--- config.mk ---
export PLATFORM = sky130hd
export DESIGN_NAME = bus_arbiter
export DESIGN_NICKNAME = d
export VERILOG_FILES = /design/src/rtl/bus_arbiter_pkg.sv /design/src/rtl/bus_arbiter_picker.sv /design/src/rtl/bus_arbiter.sv
export SDC_FILE = /design/constraint.sdc
export NUM_CORES = 1
export LEC_CHECK = 0
export CORE_ASPECT_RATIO = 0.7
export CORE_MARGIN = 2
export CORE_UTILIZATION = 36
export CTS_BUF_LIST = sky130_fd_sc_hd__clkbuf_8
export DETAILED_ROUTE_END_ITERATION = 8
export MAX_ROUTING_LAYER = met4
export PLACE_DENSITY = 0.87
export SLEW_MARGIN = 20
export SYNTH_ARGS = -nofsm -noshare
export SYNTH_HDL_FRONTEND = slang
export SYNTH_SLANG_ARGS = --single-unit
--- constraint.sdc ---
create_clock -name clock -period 1.48 [get_ports clock]
set_clock_uncertainty 0.1 [all_clocks]
set_input_delay 0.222 -clock clock [delete_from_list [all_inputs] [get_ports clock]]
set_output_delay 0.222 -clock clock [all_outputs]
set_load 0.05 [all_outputs]
--- src/rtl/bus_arbiter_pkg.sv ---
// Shared types and constants for the bus master arbiter.
package bus_arbiter_pkg;

  // Bus cycle width encoding used by the businterface.
  typedef enum logic [1:0] {
    CW_BYTE = 2'b00,
    CW_WORD = 2'b01,
    CW_LONG = 2'b10
  } t_cycle_width;

  // Arbiter FSM: waiting for a request, or owning the bus for one access.
  typedef enum logic {
    ARB_IDLE   = 1'b0,
    ARB_ACCESS = 1'b1
  } t_arb_state;

  localparam int ARB_MAX_CHANNELS = 8;

  // Width of a channel index; a single channel still needs one bit.
  function automatic int idx_width(input int n);
    return (n > 1) ? $clog2(n) : 1;
  endfunction

endpackage

--- src/rtl/bus_arbiter_picker.sv ---
// Combinational winner selection: fixed priority (lowest index) or
// round robin starting one past the last winner.
module rr_picker
  import bus_arbiter_pkg::*;
#(
  parameter int CHANNELS    = 2,
  parameter int ROUND_ROBIN = 0,
  localparam int IDX_W      = idx_width(CHANNELS)
) (
  input  logic [CHANNELS-1:0] req_i,
  input  logic [IDX_W-1:0]    pointer_i,
  output logic [CHANNELS-1:0] winner_o,
  output logic [IDX_W-1:0]    index_o,
  output logic                valid_o
);

  generate
    if (CHANNELS == 1) begin : g_single
      assign winner_o = req_i;
      assign index_o  = '0;
      assign valid_o  = req_i[0];
    end else begin : g_multi
      logic [IDX_W-1:0] cand;

      // Scan from the least to the most preferred candidate so the last hit wins.
      always_comb begin
        index_o = '0;
        valid_o = 1'b0;
        cand    = '0;
        if (ROUND_ROBIN != 0) begin
          for (int k = CHANNELS; k >= 1; k--) begin
            cand = IDX_W'((int'(pointer_i) + k) % CHANNELS);
            if (req_i[cand]) begin
              index_o = cand;
              valid_o = 1'b1;
            end
          end
        end else begin
          for (int c = CHANNELS - 1; c >= 0; c--) begin
            cand = IDX_W'(c);
            if (req_i[cand]) begin
              index_o = cand;
              valid_o = 1'b1;
            end
          end
        end
      end

      for (genvar gi = 0; gi < CHANNELS; gi++) begin : g_onehot
        assign winner_o[gi] = valid_o && (index_o == IDX_W'(gi));
      end
    end
  endgenerate

endmodule

--- src/rtl/bus_arbiter.sv ---
// N-channel bus master arbiter: grants one requester, latches its cycle,
// drives it to the businterface and reports done / error per channel.
module bus_arbiter
  import bus_arbiter_pkg::*;
#(
  parameter int CHANNELS       = 2,
  parameter int ADDR_WIDTH     = 32,
  parameter int DATA_WIDTH     = 32,
  parameter int ROUND_ROBIN    = 0,
  parameter int TIMEOUT_CYCLES = 15
) (
  input  logic                           clock,
  input  logic                           reset,
  input  logic [CHANNELS-1:0]            ch_req,
  input  logic [CHANNELS-1:0]            ch_write,
  input  logic [CHANNELS*2-1:0]          ch_cycle_width,
  input  logic [CHANNELS*ADDR_WIDTH-1:0] ch_address,
  input  logic [CHANNELS*DATA_WIDTH-1:0] ch_data_out,
  output logic [CHANNELS-1:0]            ch_grant,
  output logic [CHANNELS-1:0]            ch_done,
  output logic [CHANNELS-1:0]            ch_error,
  output logic [DATA_WIDTH-1:0]          ch_data_in,
  output logic [ADDR_WIDTH-1:0]          bus_address,
  output logic [DATA_WIDTH-1:0]          bus_data_out,
  output logic [1:0]                     bus_cycle_width,
  output logic                           bus_read,
  output logic                           bus_write,
  input  logic [DATA_WIDTH-1:0]          bus_data_in,
  input  logic                           bus_ack,
  input  logic                           bus_error,
  output logic                           timeout
);

  localparam int IDX_W = idx_width(CHANNELS);
  localparam int CNT_W = (TIMEOUT_CYCLES > 0) ? $clog2(TIMEOUT_CYCLES + 1) : 1;
  localparam logic [CNT_W:0] TO_LIMIT = (CNT_W + 1)'(TIMEOUT_CYCLES);

  t_arb_state            state_q, state_d;
  logic [IDX_W-1:0]      ptr_q, ptr_d;
  logic [CHANNELS-1:0]   grant_q, grant_d;
  logic [CHANNELS-1:0]   done_q, done_d;
  logic [CHANNELS-1:0]   error_q, error_d;
  logic [ADDR_WIDTH-1:0] addr_q, addr_d;
  logic [DATA_WIDTH-1:0] wdata_q, wdata_d;
  logic [DATA_WIDTH-1:0] rdata_q, rdata_d;
  logic [1:0]            width_q, width_d;
  logic                  dir_q, dir_d;
  logic [CNT_W-1:0]      wait_q, wait_d;
  logic                  timeout_q, timeout_d;

  logic [CNT_W:0]        wait_inc;
  logic [CHANNELS-1:0]   win_onehot;
  logic [IDX_W-1:0]      win_idx;
  logic                  win_valid;

  logic [ADDR_WIDTH-1:0] ch_addr_arr  [CHANNELS];
  logic [DATA_WIDTH-1:0] ch_data_arr  [CHANNELS];
  logic [1:0]            ch_width_arr [CHANNELS];

  generate
    for (genvar gi = 0; gi < CHANNELS; gi++) begin : g_unpack
      assign ch_addr_arr[gi]  = ch_address[ADDR_WIDTH*gi +: ADDR_WIDTH];
      assign ch_data_arr[gi]  = ch_data_out[DATA_WIDTH*gi +: DATA_WIDTH];
      assign ch_width_arr[gi] = ch_cycle_width[2*gi +: 2];
    end
  endgenerate

  rr_picker #(
    .CHANNELS    (CHANNELS),
    .ROUND_ROBIN (ROUND_ROBIN)
  ) u_picker (
    .req_i     (ch_req),
    .pointer_i (ptr_q),
    .winner_o  (win_onehot),
    .index_o   (win_idx),
    .valid_o   (win_valid)
  );

  assign wait_inc = {1'b0, wait_q} + 1'b1;

  // Next-state: arbitrate in IDLE, then finish the access on error, ack or timeout.
  always_comb begin
    state_d   = state_q;
    ptr_d     = ptr_q;
    grant_d   = grant_q;
    done_d    = '0;
    error_d   = '0;
    addr_d    = addr_q;
    wdata_d   = wdata_q;
    rdata_d   = rdata_q;
    width_d   = width_q;
    dir_d     = dir_q;
    wait_d    = wait_q;
    timeout_d = timeout_q;
    case (state_q)
      ARB_IDLE: begin
        if (win_valid) begin
          state_d = ARB_ACCESS;
          grant_d = win_onehot;
          ptr_d   = win_idx;
          addr_d  = ch_addr_arr[win_idx];
          wdata_d = ch_data_arr[win_idx];
          width_d = ch_width_arr[win_idx];
          dir_d   = ch_write[win_idx];
          wait_d  = '0;
        end
      end
      ARB_ACCESS: begin
        // Error beats a simultaneous ack; an ack on the final wait cycle still counts.
        if (bus_error) begin
          error_d = grant_q;
          grant_d = '0;
          state_d = ARB_IDLE;
        end else if (bus_ack) begin
          done_d  = grant_q;
          grant_d = '0;
          state_d = ARB_IDLE;
          if (!dir_q) begin
            rdata_d = bus_data_in;
          end
        end else if ((TIMEOUT_CYCLES != 0) && (wait_inc == TO_LIMIT)) begin
          error_d   = grant_q;
          grant_d   = '0;
          timeout_d = 1'b1;
          state_d   = ARB_IDLE;
        end else begin
          wait_d = wait_inc[CNT_W-1:0];
        end
      end
      default: begin
        state_d = ARB_IDLE;
        grant_d = '0;
      end
    endcase
  end

  // State and datapath registers; an active-low reset abandons any access in flight.
  always_ff @(posedge clock) begin
    if (!reset) begin
      state_q   <= ARB_IDLE;
      ptr_q     <= IDX_W'(CHANNELS - 1);
      grant_q   <= '0;
      done_q    <= '0;
      error_q   <= '0;
      addr_q    <= '0;
      wdata_q   <= '0;
      rdata_q   <= '0;
      width_q   <= CW_LONG;
      dir_q     <= 1'b0;
      wait_q    <= '0;
      timeout_q <= 1'b0;
    end else begin
      state_q   <= state_d;
      ptr_q     <= ptr_d;
      grant_q   <= grant_d;
      done_q    <= done_d;
      error_q   <= error_d;
      addr_q    <= addr_d;
      wdata_q   <= wdata_d;
      rdata_q   <= rdata_d;
      width_q   <= width_d;
      dir_q     <= dir_d;
      wait_q    <= wait_d;
      timeout_q <= timeout_d;
    end
  end

  assign ch_grant        = grant_q;
  assign ch_done         = done_q;
  assign ch_error        = error_q;
  assign ch_data_in      = rdata_q;
  assign bus_address     = addr_q;
  assign bus_data_out    = wdata_q;
  assign bus_cycle_width = width_q;
  assign bus_read        = (state_q == ARB_ACCESS) && !dir_q;
  assign bus_write       = (state_q == ARB_ACCESS) && dir_q;
  assign timeout         = timeout_q;

endmodule

==> impl.org <==
** Place
- Once placement finished, the instance area stood at about 9000 sq um.
- Post-place setup slack :: -0.496 ns
- During placement, the flow inserted port buffers numbering 278.
- Routability cong. :: between 0.7 and 0.8
- Final HPWL DP :: 12600 microns

** CTS
- Maximum level of the CTS H-tree :: 3
- Clock slew seen by the registers of the worst setup and hold paths :: about 0.10 ns
- Clock tree from TritonCTS :: yes
- Clock tree synthesis inserted a total of 9 buffers.
- TritonCTS sink count :: about 110
- In this run, post-CTS hold repair placed 0 buffers.
- The later pin in the worst-skew pair is clocked with a latency of 0.37 ns.
- The tree is rooted in a clkbuf_8.
- Longest Clk Path Bufs :: 2

** Global routing
- Summed over all layers, the global routing overflow is 0.
- Total global routing track utilization :: between 20% and 30%
- Entering global routing, the biggest net connects 69 pins.
- The first global-routing pass estimated approximately 25000 microns of wire.
- The via count of the first global-routing pass is slightly above 5000.
- Initial antenna violation count :: 0

** Synthesis
- Cell taking the most area after synthesis :: dfxtp_1
- The Yosys step of the flow raised 0 warnings.
- Post-synthesis register bit count :: approximately 110
- For this run, the leading register cell type out of synthesis is dfxtp_1.
- Mapped cell area :: around 5000 sq um
- Library cells used by synthesis :: 34
- Top cells by area in the synthesized netlist :: dfxtp_1, mux2i_1, o211a_1
- Area share of the largest cell type after synthesis :: between 40% and 50%
- Net count after synthesis :: ~680
- Summing the sequential cell areas from Yosys gives between 40% and 50% of the chip area.
- After synthesis, the mean cell area works out to around 9.6 sq um.
- After synthesis, the share of flip-flops with an asynchronous set or reset is 0%.
- Yosys mapped a number of flops with a built-in enable equal to 0.
- After technology mapping, the gate count stands at just over 500.

** Timing
- Summed over all failing endpoints, the final setup total negative slack is -1.05 ns.
- Setup repair after global routing missed its margin :: true
- At the pin with the least slew margin, the transition time is about 0.36 ns.
- Setup violations remaining at the end of the flow were counted as 30.
- Final critical-path setup slack :: -0.118 ns
- Tightest hold margin :: 0.0976 ns
- The hold violation count in the final report is 0.
- Worst rel slew slack :: between 70% and 80%
- Crit share post-route :: 108%
- Final Max Tran Viols :: 0
- Final min period :: 1.60 ns
- For this run, the top clock speed supported by timing is approximately 630 MHz.

** Detailed routing
- Dividing the detail-routed wire length by the instance count gives around 18 microns.
- The count of nets left with antenna violations once routing finished came out at 0.
- Using the TritonRoute via totals, the vias-per-cell ratio works out to a little under 5.
- DR pass1 iterations :: 4
- For this run, design rule violations remaining after detail routing come to 0.
- Detailed-route via count :: 4912
- Routed wire length :: approximately 18000 microns
- For this block, the initial DRC count from the detailed router was roughly 200.

** Worst setup path
- Critical Path Most Common Cell :: a21o_1
- The worst setup path is captured at a register.
- Critical path startpoint category :: register
- Library cell contributing the largest single delay on the critical path :: dfxtp_4
- Required arrival time at the worst endpoint :: roughly 1.7 ns
- Largest stage delay on the critical path :: about 0.38 ns
- The startpoint identified for the worst register-to-register timing path is wait_q[0].
- R2r setup slk :: -0.12 ns
- Critical Path, Cell by Cell :: ha_4, nor2b_4, a21o_1, a21o_1, a31oi_4, and2_1
- Along the worst path, the maximum fanout reaches 5.
- The worst setup path is of the reg2reg kind.
- Worst R2R End :: state_q
- Launch point of the critical path :: wait_q[0]
- The worst register-to-register path has a depth of 6.
- Arr. time, crit path :: ~1.8 ns

** Worst hold path
- The path class of the tightest hold or removal check is in2reg.
- Worst Hold Path Cells :: 3
- The startpoint identified for the worst hold timing path is reset.
- WHS Endpoint :: wait_q[0]

** Layout
- Area Growth Syn to Fin :: 100%
- Fraction of final layout cells with drive strength greater than 1 :: about a quarter
- In the final design database the tool counted approximately 970 nets.
- After routing the design area is roughly 10000 sq um.
- 0 antenna diodes ended up in the layout.
- The library cell used most frequently in the layout, excluding fill and tap cells, is clkdlybuf4s50_1.
- The top cell types in the final layout, fill and taps aside, are clkdlybuf4s50_1, nand2_1, buf_12.

** Power
- Across the VDD grid, the largest voltage drop is roughly 0.67 mV.
- Power spread over the standard cell area amounts to ~830 nW/um^2.
- Leakage power of the design :: around 4.4 nW
- Final total power :: 8.18 mW

** Floorplanning
- The die covers 14600 sq um.
- Std cell rows :: 35
- In this run the horizontal extent of the chip is roughly 140 microns.
- In this run the standard cell core region covers ~13000 sq um.
- The initial utilization of the core area, before any placement, comes to 37.1%.
- Top-Level Pins :: approximately 280
- Measured along the y axis, the die boundary spans 102 microns.

** Outcome
- The flow ran to the end, but the final reports show violations.
- The checks that failed: negative setup slack.

** Job
- Max-cap violations in this run came to 0.
cells in the mapped netlist (2+ instances only):
| cell | instances |
|---|---|
| a21boi_0 | 2 |
| a21boi_1 | 31 |
| a21o_1 | 2 |
| a21oi_1 | 3 |
| and2_1 | 2 |
| buf_1 | 3 |
| buf_12 | 4 |
| buf_2 | 16 |
| buf_4 | 3 |
| clkbuf_1 | 16 |
| dfxtp_1 | 111 |
| ha_1 | 2 |
| inv_1 | 2 |
| mux2i_1 | 67 |
| nand2_1 | 140 |
| nand3_1 | 4 |
| nand3b_1 | 2 |
| nor2_1 | 8 |
| nor2b_1 | 6 |
| nor3_1 | 2 |
| o211a_1 | 66 |
| o21ai_1 | 5 |
| o22ai_1 | 2 |
flip-flops by register name (all words and copies together), names as in the netlist:
| signal | count |
|---|---|
| bus_address | 32 |
| ch_error | 2 |
| dir_q | 1 |
| timeout | 1 |
| ch_done | 2 |
| bus_cycle_width | 2 |
| state_q | 1 |
| ch_data_in | 32 |
| ch_grant | 2 |
| wait_q | 4 |
| bus_data_out | 32 |
power by group:
| group | internal (mW) | total (mW) | switching (mW) |
|---|---|---|---|
| sequential | 3.20 | 3.44 | 0.244 |
| clock | 0.656 | 1.70 | 1.05 |
| combinational | 1.63 | 3.03 | 1.40 |
worst max path at each step:
stage	to	slack, ns
floorplan	wait_q[0]	0.0004
global placement	bus_data_out[10]	-0.41
CTS	state_q	-0.08
finish	state_q	-0.12
detailed placement	bus_data_out[26]	-0.50
global route	state_q	-0.16
logic make-up (layout without fill, tap and decap cells):
kind of cell | after synthesis | count (layout) | synth area share, %
mux | 67 | 67 | 13.7
buf+inv | 45 | 340 | 5.55
flops | 111 | 111 | 45.2
fa+ha+maj | 2 | 2 | 0.509
simple gates | 167 | 167 | 13.8
compound gates | 118 | 118 | 21.2
per-stage QoR:
step                instances  utilization [%]
floorplan                 510                -
global placement          957             68.9
detailed placement        957             68.9
CTS                       982             71.9
global route              990             74.3
finish                    990             74.3
repair_timing:
item / CTS / global route
endpoints found under the setup margin: 38 / 16
cloned: 3 / 5
gates resized for setup: 19 / 46
pin swaps: 5 / 18
buffers inserted: 6 / 3
worst max-delay path: cells and delay by family, from the launching register on:
family | cells | cell delay, ns
DFF | 1 | 0.38
and+or+nand+nor | 2 | 0.28
adders and majority gates | 1 | 0.19
AOI/OAI and AO/OA | 3 | 0.59
metal layers:
metal | global-route usage [%] | vias up | routed length, microns
met5 | - | - | 0
met2 | 41.0 | 200 | 9410
met1 | 24.4 | 2329 | 6900
met3 | 9.36 | 25 | 1710
li1 | - | 2358 | -
met4 | 4.90 | 0 | 229
layout make-up:
cell class | instances | area [sq um]
flip-flops and latches | 111 | 2230
clock inverters | 6 | 37.5
well taps | 185 | 231
multi-input cells | 354 | 2650
fillers | 875 | 3400
inverters | 2 | 7.51
repair buffers | 322 | 4530
clock buffers | 10 | 138
(Power assumes the default switching activity.)
